--- src/rtl/mfp_irq_ctrl_if.sv ---
// mfp_irq_ctrl_if: CPU-side register bus and interrupt-acknowledge handshake
// for mfp_irq_ctrl. The CPU is the master, the controller the slave.
interface mfp_irq_ctrl_if;
   logic       REG_WE;
   logic [3:0] REG_SEL;
   logic [7:0] DAT_I;
   logic [7:0] DAT_O;
   logic       IACK;
   logic [7:0] VEC_O;
   logic       VEC_VALID;
   logic       VEC_NONE;

   modport master (
      output REG_WE, REG_SEL, DAT_I, IACK,
      input  DAT_O, VEC_O, VEC_VALID, VEC_NONE
   );

   modport slave (
      input  REG_WE, REG_SEL, DAT_I, IACK,
      output DAT_O, VEC_O, VEC_VALID, VEC_NONE
   );
endinterface

--- src/rtl/mfp_irq_ctrl.sv ---
// mfp_irq_ctrl: 16-channel MFP68901-style interrupt controller with vectored acknowledge.
// Defining MFP_IRQ_DAISY_EN adds the IEI_N/IEO_N daisy-chain ports.
module mfp_irq_ctrl #(
   parameter int         SYNC_IN  = 0,
   parameter logic [7:0] VR_RESET = 8'h00
) (
   input  logic          CLK,
   input  logic          RST_N,
   input  logic [15:0]   IRQ_I,
   output logic          INT_N,
`ifdef MFP_IRQ_DAISY_EN
   input  logic          IEI_N,
   output logic          IEO_N,
`endif
   mfp_irq_ctrl_if.slave bus
);

   typedef enum logic [1:0] {IDLE, ARB, VEC} state_e;

   state_e      state_q, state_d;
   logic [15:0] ier_q, ier_d, ipr_q, ipr_d, isr_q, isr_d, imr_q, imr_d;
   logic [7:0]  vr_q, vr_d, vec_q, vec_d;
   logic [15:0] irq_prev_q;
   logic        int_n_q, int_n_d;
   logic        vec_valid_q, vec_valid_d, vec_none_q, vec_none_d;
   logic [15:0] irq_s, isr_above, elig;
   logic [3:0]  top_ch;
   logic        iei_n;

   generate
      if (SYNC_IN != 0) begin : g_sync
         logic [15:0] sync1_q, sync2_q;
         always_ff @(posedge CLK or negedge RST_N) begin
            if (!RST_N) begin
               sync1_q <= '0;
               sync2_q <= '0;
            end else begin
               sync1_q <= IRQ_I;
               sync2_q <= sync1_q;
            end
         end
         assign irq_s = sync2_q;
      end else begin : g_nosync
         assign irq_s = IRQ_I;
      end
   endgenerate

`ifdef MFP_IRQ_DAISY_EN
   logic ieo_n_q, ieo_n_d;
   assign iei_n = IEI_N;
   assign IEO_N = ieo_n_q;
`else
   assign iei_n = 1'b0;
`endif

   // A channel is eligible only above the highest channel currently in service.
   always_comb begin
      isr_above = '0;
      for (int n = 0; n < 16; n++) begin
         isr_above[n] = ((isr_q >> n) == 16'd0);
      end
      elig   = ipr_q & imr_q & isr_above;
      top_ch = '0;
      for (int n = 0; n < 16; n++) begin
         if (elig[n]) top_ch = 4'(n);
      end
   end

   always_comb begin
      ier_d       = ier_q;
      ipr_d       = ipr_q;
      isr_d       = isr_q;
      imr_d       = imr_q;
      vr_d        = vr_q;
      vec_d       = vec_q;
      state_d     = state_q;
      vec_valid_d = vec_valid_q;
      vec_none_d  = vec_none_q;
`ifdef MFP_IRQ_DAISY_EN
      ieo_n_d     = ieo_n_q;
`endif
      case (state_q)
         IDLE: begin
            if (bus.IACK && !iei_n) state_d = ARB;
         end
         ARB: begin
            state_d = VEC;
            if (|elig) begin
               vec_d         = {vr_q[7:4], top_ch};
               ipr_d[top_ch] = 1'b0;
               if (vr_q[3]) isr_d[top_ch] = 1'b1;
               vec_valid_d   = 1'b1;
            end else begin
`ifdef MFP_IRQ_DAISY_EN
               ieo_n_d    = 1'b0;
`else
               vec_none_d = 1'b1;
`endif
            end
         end
         VEC: begin
            if (!bus.IACK) begin
               state_d     = IDLE;
               vec_valid_d = 1'b0;
               vec_none_d  = 1'b0;
`ifdef MFP_IRQ_DAISY_EN
               ieo_n_d     = 1'b1;
`endif
            end
         end
         default: state_d = IDLE;
      endcase

      // CPU writes land after the acknowledge capture; event sets win over every clear.
      if (bus.REG_WE) begin
         case (bus.REG_SEL)
            4'd0: begin
               ier_d[15:8] = bus.DAT_I;
               ipr_d[15:8] = ipr_d[15:8] & bus.DAT_I;
            end
            4'd1: begin
               ier_d[7:0] = bus.DAT_I;
               ipr_d[7:0] = ipr_d[7:0] & bus.DAT_I;
            end
            4'd2: ipr_d[15:8] = ipr_d[15:8] & bus.DAT_I;
            4'd3: ipr_d[7:0]  = ipr_d[7:0] & bus.DAT_I;
            4'd4: isr_d[15:8] = isr_d[15:8] & bus.DAT_I;
            4'd5: isr_d[7:0]  = isr_d[7:0] & bus.DAT_I;
            4'd6: imr_d[15:8] = bus.DAT_I;
            4'd7: imr_d[7:0]  = bus.DAT_I;
            4'd8: vr_d        = bus.DAT_I;
            default: ;
         endcase
      end
      ipr_d = ipr_d | (irq_s & ~irq_prev_q & ier_q);

      int_n_d = 1'b1;
      if ((state_d == IDLE) && !(bus.IACK && iei_n)) int_n_d = ~(|elig);
   end

   always_comb begin
      bus.DAT_O = 8'h00;
      case (bus.REG_SEL)
         4'd0: bus.DAT_O = ier_q[15:8];
         4'd1: bus.DAT_O = ier_q[7:0];
         4'd2: bus.DAT_O = ipr_q[15:8];
         4'd3: bus.DAT_O = ipr_q[7:0];
         4'd4: bus.DAT_O = isr_q[15:8];
         4'd5: bus.DAT_O = isr_q[7:0];
         4'd6: bus.DAT_O = imr_q[15:8];
         4'd7: bus.DAT_O = imr_q[7:0];
         4'd8: bus.DAT_O = vr_q;
         default: bus.DAT_O = 8'h00;
      endcase
   end

   always_ff @(posedge CLK or negedge RST_N) begin
      if (!RST_N) begin
         state_q     <= IDLE;
         ier_q       <= '0;
         ipr_q       <= '0;
         isr_q       <= '0;
         imr_q       <= '0;
         vr_q        <= VR_RESET;
         vec_q       <= '0;
         irq_prev_q  <= '0;
         int_n_q     <= 1'b1;
         vec_valid_q <= 1'b0;
         vec_none_q  <= 1'b0;
`ifdef MFP_IRQ_DAISY_EN
         ieo_n_q     <= 1'b1;
`endif
      end else begin
         state_q     <= state_d;
         ier_q       <= ier_d;
         ipr_q       <= ipr_d;
         isr_q       <= isr_d;
         imr_q       <= imr_d;
         vr_q        <= vr_d;
         vec_q       <= vec_d;
         irq_prev_q  <= irq_s;
         int_n_q     <= int_n_d;
         vec_valid_q <= vec_valid_d;
         vec_none_q  <= vec_none_d;
`ifdef MFP_IRQ_DAISY_EN
         ieo_n_q     <= ieo_n_d;
`endif
      end
   end

   assign INT_N         = int_n_q;
   assign bus.VEC_O     = vec_q;
   assign bus.VEC_VALID = vec_valid_q;
   assign bus.VEC_NONE  = vec_none_q;

endmodule
--- src/flat_wrapper.sv ---
// flat-port wrapper written by rule: the top's interface ports become plain ports
module mfp_irq_ctrl_flat 
#(
   parameter int         SYNC_IN  = 0,
   parameter logic [7:0] VR_RESET = 8'h00
)
  (CLK, RST_N, IRQ_I, INT_N, bus_REG_WE, bus_REG_SEL, bus_DAT_I, bus_IACK, bus_DAT_O, bus_VEC_O, bus_VEC_VALID, bus_VEC_NONE);
  mfp_irq_ctrl_if bus_i ();
  input  logic CLK;
  input  logic RST_N;
  input  logic [15:0] IRQ_I;
  output logic INT_N;
  input wire logic [$bits(bus_i.REG_WE)-1:0] bus_REG_WE;
  input wire logic [$bits(bus_i.REG_SEL)-1:0] bus_REG_SEL;
  input wire logic [$bits(bus_i.DAT_I)-1:0] bus_DAT_I;
  input wire logic [$bits(bus_i.IACK)-1:0] bus_IACK;
  output wire logic [$bits(bus_i.DAT_O)-1:0] bus_DAT_O;
  output wire logic [$bits(bus_i.VEC_O)-1:0] bus_VEC_O;
  output wire logic [$bits(bus_i.VEC_VALID)-1:0] bus_VEC_VALID;
  output wire logic [$bits(bus_i.VEC_NONE)-1:0] bus_VEC_NONE;
  assign bus_i.REG_WE = bus_REG_WE;
  assign bus_i.REG_SEL = bus_REG_SEL;
  assign bus_i.DAT_I = bus_DAT_I;
  assign bus_i.IACK = bus_IACK;
  assign bus_DAT_O = bus_i.DAT_O;
  assign bus_VEC_O = bus_i.VEC_O;
  assign bus_VEC_VALID = bus_i.VEC_VALID;
  assign bus_VEC_NONE = bus_i.VEC_NONE;
  mfp_irq_ctrl #(.SYNC_IN(SYNC_IN), .VR_RESET(VR_RESET)) u_core (.CLK(CLK), .RST_N(RST_N), .IRQ_I(IRQ_I), .INT_N(INT_N), .bus(bus_i));
endmodule
--- config.mk ---
export PLATFORM = sky130hd
export DESIGN_NAME = mfp_irq_ctrl_flat
export DESIGN_NICKNAME = d
export VERILOG_FILES = /design/src/rtl/mfp_irq_ctrl_if.sv /design/src/rtl/mfp_irq_ctrl.sv /design/src/flat_wrapper.sv
export SDC_FILE = /design/constraint.sdc
export NUM_CORES = 1
export LEC_CHECK = 0
export ABC_AREA = 1
export CAP_MARGIN = 15
export CORE_ASPECT_RATIO = 1.1
export CORE_MARGIN = 8
export CORE_UTILIZATION = 35
export DETAILED_ROUTE_END_ITERATION = 10
export DONT_BUFFER_PORTS = 1
export HOLD_SLACK_MARGIN = 0.06
export PLACE_DENSITY = 0.59
export SYNTH_ARGS = -nofsm -noshare
export SYNTH_HDL_FRONTEND = slang
export SYNTH_SLANG_ARGS = --single-unit
--- constraint.sdc ---
create_clock -name CLK -period 1.9 [get_ports CLK]
set_input_delay 0.095 -clock CLK [delete_from_list [all_inputs] [get_ports CLK]]
set_output_delay 0.095 -clock CLK [all_outputs]
set_load 0.005 [all_outputs]
==> run summary, run 1 <==
===========================================================================
Result of the run                                              finished, violations left
Failing checks                                                 hold timing, setup timing
Estimated wirelength of the detail-placed design                   14000 um
Power density over the cells                                   1160 nW/um^2
Die width                                                            129 um
Data required time of the worst path                                2160 ps
Row count                                                                45
DR DRC count                                                              0
Worst Tran Pin Value                                                 573 ps
Number of buffers created by CTS                                          9
Violation count after the first detailed-route iteration                476
Vert. Die Dim                                                        140 um
Post-synthesis to final-layout area growth                            42.5%
Min setup slack post-route                                          -593 ps
Number of synthesis warnings                                              0
End-of-flow core utilization                                          50.9%
Ports placed on the boundary                                             51
Arrival time worst endpoint                                         2750 ps
Synthesized area                                                  4910 um^2
Largest net degree at the start of global routing                       102
Post-synth net total                                                    616
Total inserted antenna cells                                              0
Synthesized instance count                                              584
Final period utilization                                               131%
Relative slew margins                                                 61.7%
Maximum count of clock buffers along a single path                        2
CTS Hold Buffers Added                                                   26
CP endpoint kind                                                       flop
Total of flip-flops plus latches after synthesis                        101
Mean routed wirelength per cell                                     20.4 um
First-pass GRT wire length                                         29500 um
Element type at the critical path start                                flop
Combined buffer and inverter count along the critical path                7
CTS tree                                                                yes
Final setup violation count                                              43
Final Hold Viols                                                        101
Kind of critical path                                            reg -> reg
Drt total wl                                                       18900 um
Clk_lat worst skew                                                   370 ps
Fraction of final layout cells sized beyond drive strength 1          31.2%
H-tree levels                                                             3
Setup clock skew after layout                                       12.7 ps
Total via count in the routed design                                   4879
Library cell used as clock root buffer                         sky130_fd_sc_hd__clkbuf_16
Net count of the finished layout                                        762
Post-layout min period                                              2490 ps
Crit path max-delay family                                     simple AND/OR/NAND/NOR gates
Critical path cell sequence                                    nor2_4 -> nand3_2 -> nor2_4 -> nand4_1 -> buf_4 -> buf_6 -> nand2_4 -> nor2_4 -> nand2_2 -> inv_4 -> nand2_4 -> inv_4 -> nor2_8 -> inv_6 -> buf_6 -> buf_12 -> o21ai_4 -> nand2_1
Worst path max stage delay                                           420 ps
Overall global routing resource usage                                 21.8%
Mean area per synthesized cell                                    8.40 um^2
Number of clock sinks                                                   101
CP max stage cell                                              sky130_fd_sc_hd__dfrtp_1
Clock transition at path regs                                         80 ps
Starting utilization of the core area                                 35.7%
Number of max-capacitance violations reported                             0
Max-slew violation total from the final report                            0
Total core area                                                  13700 um^2
Total Power Consumption                                             8100 uW
Remaining global-route overflow                                           0
RSZ-0062 raised after global routing                                    yes
Worst VDD drop                                                       512 uV
Maximum frequency from static timing analysis                     0.401 GHz
Detailed Routing Iterations Pass 1                                        5
Share of the yosys chip area belonging to registers                   51.5%
Min-Delay Path Class                                            in -> async
Number of global-route vias before repair                              5024
Routability congestion estimate                                       0.980
ANT nets after route                                                      0
Initial antenna violation count                                           0
I/O Buffers                                                               0
Leak Pwr                                                         0.00325 uW
Number of distinct library cells after synthesis                         39
DIE AREA                                                         18100 um^2
Min Hold Slack                                                      -584 ps
Maximum fanout along the worst path                                       7
Cell repeated most along the worst path                        sky130_fd_sc_hd__nor2_4
Number of vias per cell                                                5.29
===========================================================================
-- metal layers --
metal  wire (um)  global-route usage [%]  vias to the layer above
li1            -                       -                     2275
met1        7980                    27.9                     2365
met2        8870                    34.3                      199
met3        1330                    4.48                       40
met4         683                    10.6                        0
met5           0                       0                        -
-- final timing paths --
check                                 startpoint          endpoint  slack [ps]  depth (start not counted)
min in group CLK                    bus_DAT_I[3]   u_core.ier_q[3]          70                          2
hold / removal                             RST_N  u_core.ier_q[14]        -580                          0
max in group asynchronous                  RST_N      u_core.INT_N        2240                          0
setup / recovery                u_core.isr_q[14]   u_core.ipr_q[7]        -590                         18
hold reg to reg            u_core.irq_prev_q[12]  u_core.ipr_q[12]         430                          1
setup reg to reg                u_core.isr_q[14]   u_core.ipr_q[7]        -590                         18
-- Yosys cell counts (all sizes together) --
| cell type | instances | area (um^2) |
|---|---|---|
| a21oi | 8 | 43.8 |
| a221oi | 16 | 140 |
| a22oi | 2 | 15.0 |
| a31oi | 7 | 43.8 |
| a32o | 1 | 10.0 |
| buf | 2 | 12.5 |
| clkbuf | 6 | 22.5 |
| clkinv | 1 | 3.75 |
| dfrtp | 100 | 2500 |
| dfstp | 1 | 26.3 |
| inv | 72 | 278 |
| nand2 | 141 | 562 |
| nand3 | 29 | 155 |
| nand3b | 7 | 52.6 |
| nand4 | 20 | 125 |
| nor2 | 66 | 305 |
| nor3 | 12 | 85.1 |
| nor4b | 1 | 8.76 |
| o2111ai | 1 | 8.76 |
| o211ai | 1 | 7.51 |
| o21a | 3 | 22.5 |
| o21ai | 73 | 377 |
| o21ba | 1 | 10.0 |
| o221ai | 2 | 17.5 |
| o22ai | 10 | 62.6 |
| o311a | 1 | 10.0 |
-- flip-flops by register name, indices dropped and copies added, names as in the netlist --
register	cells
u_core.ier_q	16
u_core.bus.VEC_VALID	1
u_core.INT_N	1
u_core.ipr_q	16
u_core.state_q	2
u_core.bus.VEC_O	8
u_core.bus.VEC_NONE	1
u_core.irq_prev_q	16
u_core.vr_q	8
u_core.imr_q	16
u_core.isr_q	16
-- final cells by class --
cell class / count / area, um^2
fillers: 1363 / 6750
flip-flops and latches: 101 / 2530
multi-input cells: 403 / 2400
repair buffers: 140 / 1210
inverters: 73 / 294
well taps: 188 / 235
clock buffers: 10 / 229
clock inverters: 6 / 76.3
repair inverters: 2 / 11.3
-- layout by cell type, fill, tap and decap left out, drive strengths merged, types with 3 or more instances in the layout --
cell type,netlist,final
a21oi,8,8
nand3b,7,7
inv,72,76
o22ai,10,10
nand3,29,29
nand2,141,141
clkbuf,6,10
a31oi,7,7
dlygate4sd3,0,26
clkinv,1,4
nor2,66,67
o21ai,73,73
nor3,12,12
buf,2,114
nand4,20,20
o21a,3,3
dfrtp,100,100
a221oi,16,16
-- cells by family after synthesis --
group,synth area share [%]
flip-flops,51.5
AND/OR/NAND/NOR,26.4
AO/OA/AOI/OAI,15.7
buffers and inverters,6.45
-- through the flow --
step           instances  worst slack (ps)  area, um^2  TNS (ps)
2_1_floorplan        584              -124        4930     -1860
3_3_place_gp         852              -675        5800    -16710
3_5_place_dp         852              -663        5800    -17260
4_1_cts              917              -525        6840    -15910
5_1_grt              923              -738        6990    -26310
6_report             923              -593        6990    -20520
-- power by group --
group          internal, uW  switching [uW]  total [uW]
Sequential             2680             464        3140
Combinational          1390            1620        3010
Clock                  1050             901        1950
Total                  5120            2980        8100
-- what timing repair did --
item | CTS | global route
buffers inserted | 23 | 5
pin swaps | 32 | 15
setup endpoints to repair | 42 | 43
resized for setup | 84 | 22
gates cloned | 2 | 1
hold endpoints to repair | 168 | 101
Note: power is estimated with default switching activity, not from simulation.
==> inputs of run 2 (changes only) <==
--- a/config.mk
+++ b/config.mk
@@ -10,6 +10,7 @@
 export CORE_ASPECT_RATIO = 1.1
 export CORE_MARGIN = 8
 export CORE_UTILIZATION = 35
+export CTS_BUF_LIST = sky130_fd_sc_hd__clkbuf_8
 export DETAILED_ROUTE_END_ITERATION = 10
 export DONT_BUFFER_PORTS = 1
 export HOLD_SLACK_MARGIN = 0.06
==> run 2 against run 1 <==
Compared with the run above:
- the flow still finishes with violations (hold timing, setup timing)
- combinational power shrank 3%
- die area is the same
- global-route usage shrank 0.19 points
- largest cell class unchanged
- hold slack lost 41 ps
- clock-buffer cell count shrank 1
- clock power shrank 25%
- sequential share of layout area grew 0.81 points
- critical path depth grew 3
==> run summary, run 2 (synthesis results as in run 1) <==
================================================================================
Total inserted antenna cells                                                   0
Final standard cell count with taps included and fillers excluded            923
First-pass GRT wire length                                              29300 um
GRT met3 Usage                                                             4.21%
Min setup slack post-route                                               -541 ps
Total core area                                                       13700 um^2
Setup TNS after final layout                                           -17700 ps
Estimated wirelength of the detail-placed design                        14000 um
Worst path max stage delay                                                450 ps
Worst Tran Pin Value                                                      579 ps
Fraction of final layout cells sized beyond drive strength 1               30.1%
Crit path max-delay family                                          simple AND/OR/NAND/NOR gates
Result of the run                                                   finished, violations left
H-tree levels                                                                  3
Drt total wl                                                            18700 um
CTS Hold Buffers Added                                                        26
Ports placed on the boundary                                                  51
Worst VDD drop                                                            475 uV
Max-slew violation total from the final report                                 0
Row count                                                                     45
Mean routed wirelength per cell                                          20.2 um
Net count of the finished layout                                             762
CP max stage cell                                                   sky130_fd_sc_hd__dfrtp_1
Total Power Consumption                                                  7530 uW
Post-synthesis to final-layout area growth                                 39.4%
I/O Buffers                                                                    0
CTS tree                                                                     yes
Final setup violation count                                                   43
Cell repeated most along the worst path                             sky130_fd_sc_hd__nand2_1
Library cell used as clock root buffer                              sky130_fd_sc_hd__clkbuf_8
Violation count after the first detailed-route iteration                     397
Setup clock skew after layout                                            22.6 ps
Dpl ws                                                                   -663 ps
Combined buffer and inverter count along the critical path                     1
Overall global routing resource usage                                      21.6%
Leak Pwr                                                              0.00319 uW
Die width                                                                 129 um
CP endpoint kind                                                            flop
Kind of critical path                                                 reg -> reg
Maximum count of clock buffers along a single path                             2
Most common cell after layout, fill and taps aside                  sky130_fd_sc_hd__nand2_1
Critical path cell sequence                                         nor2_2 -> nand2_2 -> nor2_4 -> nand2_2 -> nor2_4 -> nand2_1 -> nand2_1 -> nand2_1 -> nand2_1 -> nand2_1 -> nand2_2 -> nand2_1 -> nand2_1 -> nand2_1 -> nand2_1 -> nand2_2 -> nand2_4 -> buf_4 -> nand2_4 -> nor3_4 -> o22ai_1
Final Hold Viols                                                             101
Initial antenna violation count                                                0
Maximum fanout along the worst path                                            5
Min-Delay Path Class                                                 in -> async
Number of max-capacitance violations reported                                  0
Final period utilization                                                    128%
Clk_lat worst skew                                                        400 ps
Detailed Routing Iterations Pass 1                                             5
ANT nets after route                                                           0
Starting utilization of the core area                                      35.7%
DIE AREA                                                              18100 um^2
Total via count in the routed design                                        4894
Number of clock sinks                                                        101
Clock transition at path regs                                             110 ps
Min Hold Slack                                                           -625 ps
Number of vias per cell                                                     5.30
GR met1 Demand/Resource                                                    27.6%
Element type at the critical path start                                     flop
Met2 Resource Use GR                                                       34.5%
Data required time of the worst path                                     2170 ps
Post-layout min period                                                   2440 ps
Number of global-route vias before repair                                   5043
Routability congestion estimate                                            0.980
Arrival time worst endpoint                                              2710 ps
Maximum frequency from static timing analysis                          0.410 GHz
Number of placed instances, taps included                                    852
RSZ-0062 raised after global routing                                         yes
Remaining global-route overflow                                                0
DR DRC count                                                                   0
Failing checks                                                      hold timing, setup timing
Global route hottest layer                                                  met2
Power density over the cells                                        1100 nW/um^2
Most frequent cells in the layout                                   sky130_fd_sc_hd__nand2_1 (119), sky130_fd_sc_hd__buf_4 (103), sky130_fd_sc_hd__dfrtp_1 (100)
Vert. Die Dim                                                             140 um
Number of buffers created by CTS                                               9
Relative slew margins                                                      61.3%
Largest net degree at the start of global routing                            102
================================================================================
[run 2: final timing paths]
kind | from | end | slack (ps) | cells past startpoint
worst max-delay path | u_core.isr_q[12] | u_core.ipr_q[13] | -540 | 21
min in group CLK | bus_REG_WE | u_core.isr_q[0] | 170 | 2
worst max register to register | u_core.isr_q[12] | u_core.ipr_q[13] | -540 | 21
max in group asynchronous | RST_N | u_core.INT_N | 2220 | 0
worst min-delay path | RST_N | u_core.ier_q[14] | -630 | 0
worst min register to register | u_core.irq_prev_q[12] | u_core.ipr_q[12] | 430 | 1
[run 2: per-stage QoR]
stage                     area (um^2)  util, %
after global routing             6840     49.8
after CTS                        6730     49.0
after global placement           5800     42.2
final                            6840     49.8
after floorplan                  4930        -
after detailed placement         5800     42.2
[run 2: cell type report]
cell class / count / area (um^2)
sequential: 101 / 2530
tap: 188 / 235
multi-input combinational: 402 / 2370
timing repair buffer: 142 / 1200
timing repair inverter: 1 / 7.51
fill: 1385 / 6900
clock buffer: 9 / 124
inverter: 73 / 292
clock inverter: 7 / 80.1
[run 2: report_power, final]
group          internal [uW]  switching [uW]  leakage, uW
combinational           1360            1560      0.00186
sequential              2680             460      0.00123
clock                    631             840     0.000108
[run 2: repair_timing]
| action | 4_1_cts | 5_1_grt |
|---|---|---|
| buffers inserted | 31 | 4 |
| pin swaps | 31 | 13 |
| cloned | 1 | 0 |
| endpoints found under the setup margin | 42 | 44 |
| hold endpoints to repair | 192 | 101 |
| resized for setup | 71 | 19 |
[run 2: metal layers]
layer,vias to the layer above,routed length (um)
li1,2268,-
met1,2390,8010
met2,200,8820
met3,36,1230
met4,0,603
met5,-,0
==> inputs of run 3 (changes only) <==
--- a/config.mk
+++ b/config.mk
@@ -10,7 +10,7 @@
 export CORE_ASPECT_RATIO = 1.1
 export CORE_MARGIN = 8
 export CORE_UTILIZATION = 35
-export CTS_BUF_LIST = sky130_fd_sc_hd__clkbuf_8
+export CTS_BUF_LIST = sky130_fd_sc_hd__clkbuf_8 sky130_fd_sc_hd__clkbuf_16
 export DETAILED_ROUTE_END_ITERATION = 10
 export DONT_BUFFER_PORTS = 1
 export HOLD_SLACK_MARGIN = 0.06
==> run 3 against run 2 <==
Compared with the run above:
- die area is the same
- sequential power about the same
- utilization grew 1.1 points
- clock power up 33%
- the run still ends with hold timing, setup timing left
- cell count is the same
- largest power group unchanged
==> run summary, run 3 (synthesis results as in run 1) <==
================================================================================
ANT nets after route                                                           0
Worst Tran Pin Value                                                      575 ps
Number of clock sinks                                                        101
Setup clock skew after layout                                            17.5 ps
CTS tree                                                                     yes
Final setup violation count                                                   43
Largest net degree at the start of global routing                            102
Clock network fraction of total power                                      24.1%
Design Area, Final                                                     6990 um^2
I/O Buffers                                                                    0
Drt total wl                                                            18900 um
Final standard cell count with taps included and fillers excluded            923
DR DRC count                                                                   0
Worst path max stage delay                                                420 ps
Clock transition at path regs                                              80 ps
Part of the total power dissipated in sequential elements                  38.8%
Power density over the cells                                        1160 nW/um^2
Total via count in the routed design                                        4874
Number of vias per cell                                                     5.28
Cell repeated most along the worst path                             sky130_fd_sc_hd__nor2_4
Failing checks                                                      hold timing, setup timing
Number of placed instances, taps included                                    852
Leak Pwr                                                              0.00326 uW
Starting utilization of the core area                                      35.7%
Total Power Consumption                                                  8100 uW
Most frequent cells in the layout                                   sky130_fd_sc_hd__nand2_1 (116), sky130_fd_sc_hd__dfrtp_1 (100), sky130_fd_sc_hd__buf_4 (99)
Detailed Routing Iterations Pass 1                                             5
Net count of the finished layout                                             762
Clk_lat worst skew                                                        370 ps
Worst VDD drop                                                            521 uV
GR met1 Demand/Resource                                                    27.9%
CTS Hold Buffers Added                                                        26
Estimated wirelength of the detail-placed design                        14000 um
Worst path depth                                                              18
Number of global-route vias before repair                                   5024
Ports placed on the boundary                                                  51
H-tree levels                                                                  3
Row count                                                                     45
Number of max-capacitance violations reported                                  0
Setup TNS after final layout                                           -20430 ps
Result of the run                                                   finished, violations left
R2R depth                                                                     18
Standard cell area after detailed placement                            5800 um^2
Combined buffer and inverter count along the critical path                     7
Die width                                                                 129 um
CP endpoint kind                                                            flop
Maximum fanout along the worst path                                            7
Power dissipated by switching net loads                                  2990 uW
Mean routed wirelength per cell                                          20.4 um
Routability congestion estimate                                            0.980
Data required time of the worst path                                     2160 ps
Crit path max-delay family                                          simple AND/OR/NAND/NOR gates
Final-layout fill cell count                                                1363
Switching share of power                                                   36.9%
CP max stage cell                                                   sky130_fd_sc_hd__dfrtp_1
Critical path cell sequence                                         nor2_4 -> nand3_2 -> nor2_4 -> nand4_1 -> buf_4 -> buf_6 -> nand2_4 -> nor2_4 -> nand2_2 -> inv_4 -> nand2_4 -> inv_4 -> nor2_8 -> inv_6 -> buf_6 -> buf_12 -> o21ai_4 -> nand2_1
Maximum frequency from static timing analysis                          0.402 GHz
Final period utilization                                                    131%
Met2 Resource Use GR                                                       34.3%
Min-Delay Path Class                                                 in -> async
Maximum count of clock buffers along a single path                             2
Post-layout min period                                                   2490 ps
DIE AREA                                                              18100 um^2
Violation count after the first detailed-route iteration                     474
Fraction of final layout cells sized beyond drive strength 1               31.2%
Kind of critical path                                                 reg -> reg
Total core area                                                       13700 um^2
Total inserted antenna cells                                                   0
Library cell used as clock root buffer                              sky130_fd_sc_hd__clkbuf_16
GRT met3 Usage                                                             4.48%
Arrival time worst endpoint                                              2750 ps
Overall global routing resource usage                                      21.8%
Combined area of the multi-input logic cells                           2400 um^2
Internal cell power                                                      5110 uW
Element type at the critical path start                                     flop
Remaining global-route overflow                                                0
Relative slew margins                                                      61.6%
Min Hold Slack                                                           -584 ps
RSZ-0062 raised after global routing                                         yes
Post-synthesis to final-layout area growth                                 42.5%
Min setup slack post-route                                               -590 ps
Most common cell after layout, fill and taps aside                  sky130_fd_sc_hd__nand2_1
Number of buffers created by CTS                                               9
Final Hold Viols                                                             101
Vert. Die Dim                                                             140 um
Initial antenna violation count                                                0
Global route hottest layer                                                  met2
Max-slew violation total from the final report                                 0
Comb pwr share                                                             37.1%
First-pass GRT wire length                                              29500 um
Sequential cell area                                                   2530 um^2
================================================================================
==> run 3: final cells by class <==
cell class	count	share of cell area [%]
clock buffers	9	3.22
clock inverters	7	1.15
inverters	73	4.20
multi-input cells	403	34.4
flip-flops and latches	101	36.2
well taps	188	3.36
repair buffers	140	17.4
repair inverters	2	0.161
==> run 3: per-layer routing <==
metal / routed length, um / part of all wire (%)
met1: 7920 / 42
met2: 8850 / 47
met3: 1400 / 7.4
met4: 699 / 3.7
met5: 0 / 0
==> run 3: power by group through the flow <==
stage	clock [uW]	sequential, uW	combinational, uW
after CTS	1980	3140	2810
after global routing	2090	3200	3250
after global placement	0	3140	2260
after detailed placement	0	3150	2280
after floorplan	0	3000	1230
final	1950	3140	3000
==> run 3: stage by stage <==
stage                     utilization [%]  setup slack [ps]
after floorplan                         -              -124
after global placement               42.2              -675
after detailed placement             42.2              -663
after CTS                            49.8              -525
after global routing                 50.9              -738
final                                50.9              -590
==> run 3: worst register-to-register path: cells and delay by family (launching register included) <==
family          cells  cell delay, ps
simple gates       10            1030
buf+inv             7             760
flops               1             420
compound gates      1             170
==> run 3: worst paths after layout <==
path / startpoint / endpoint / slack (ps)
setup / recovery: u_core.isr_q[14] / u_core.ipr_q[7] / -590
hold / removal: RST_N / u_core.ier_q[14] / -580
setup reg to reg: u_core.isr_q[14] / u_core.ipr_q[7] / -590
hold reg to reg: u_core.irq_prev_q[12] / u_core.ipr_q[12] / 430
max in group asynchronous: RST_N / u_core.INT_N / 2240
min in group CLK: bus_DAT_I[3] / u_core.ier_q[3] / 60
==> run 3: repair_timing <==
item / in CTS / in global routing
buffers inserted: 23 / 5
endpoints found under the hold margin: 168 / 101
resized for setup: 84 / 22
gates cloned: 2 / 1
pin swaps: 32 / 15
setup endpoints to repair: 42 / 43
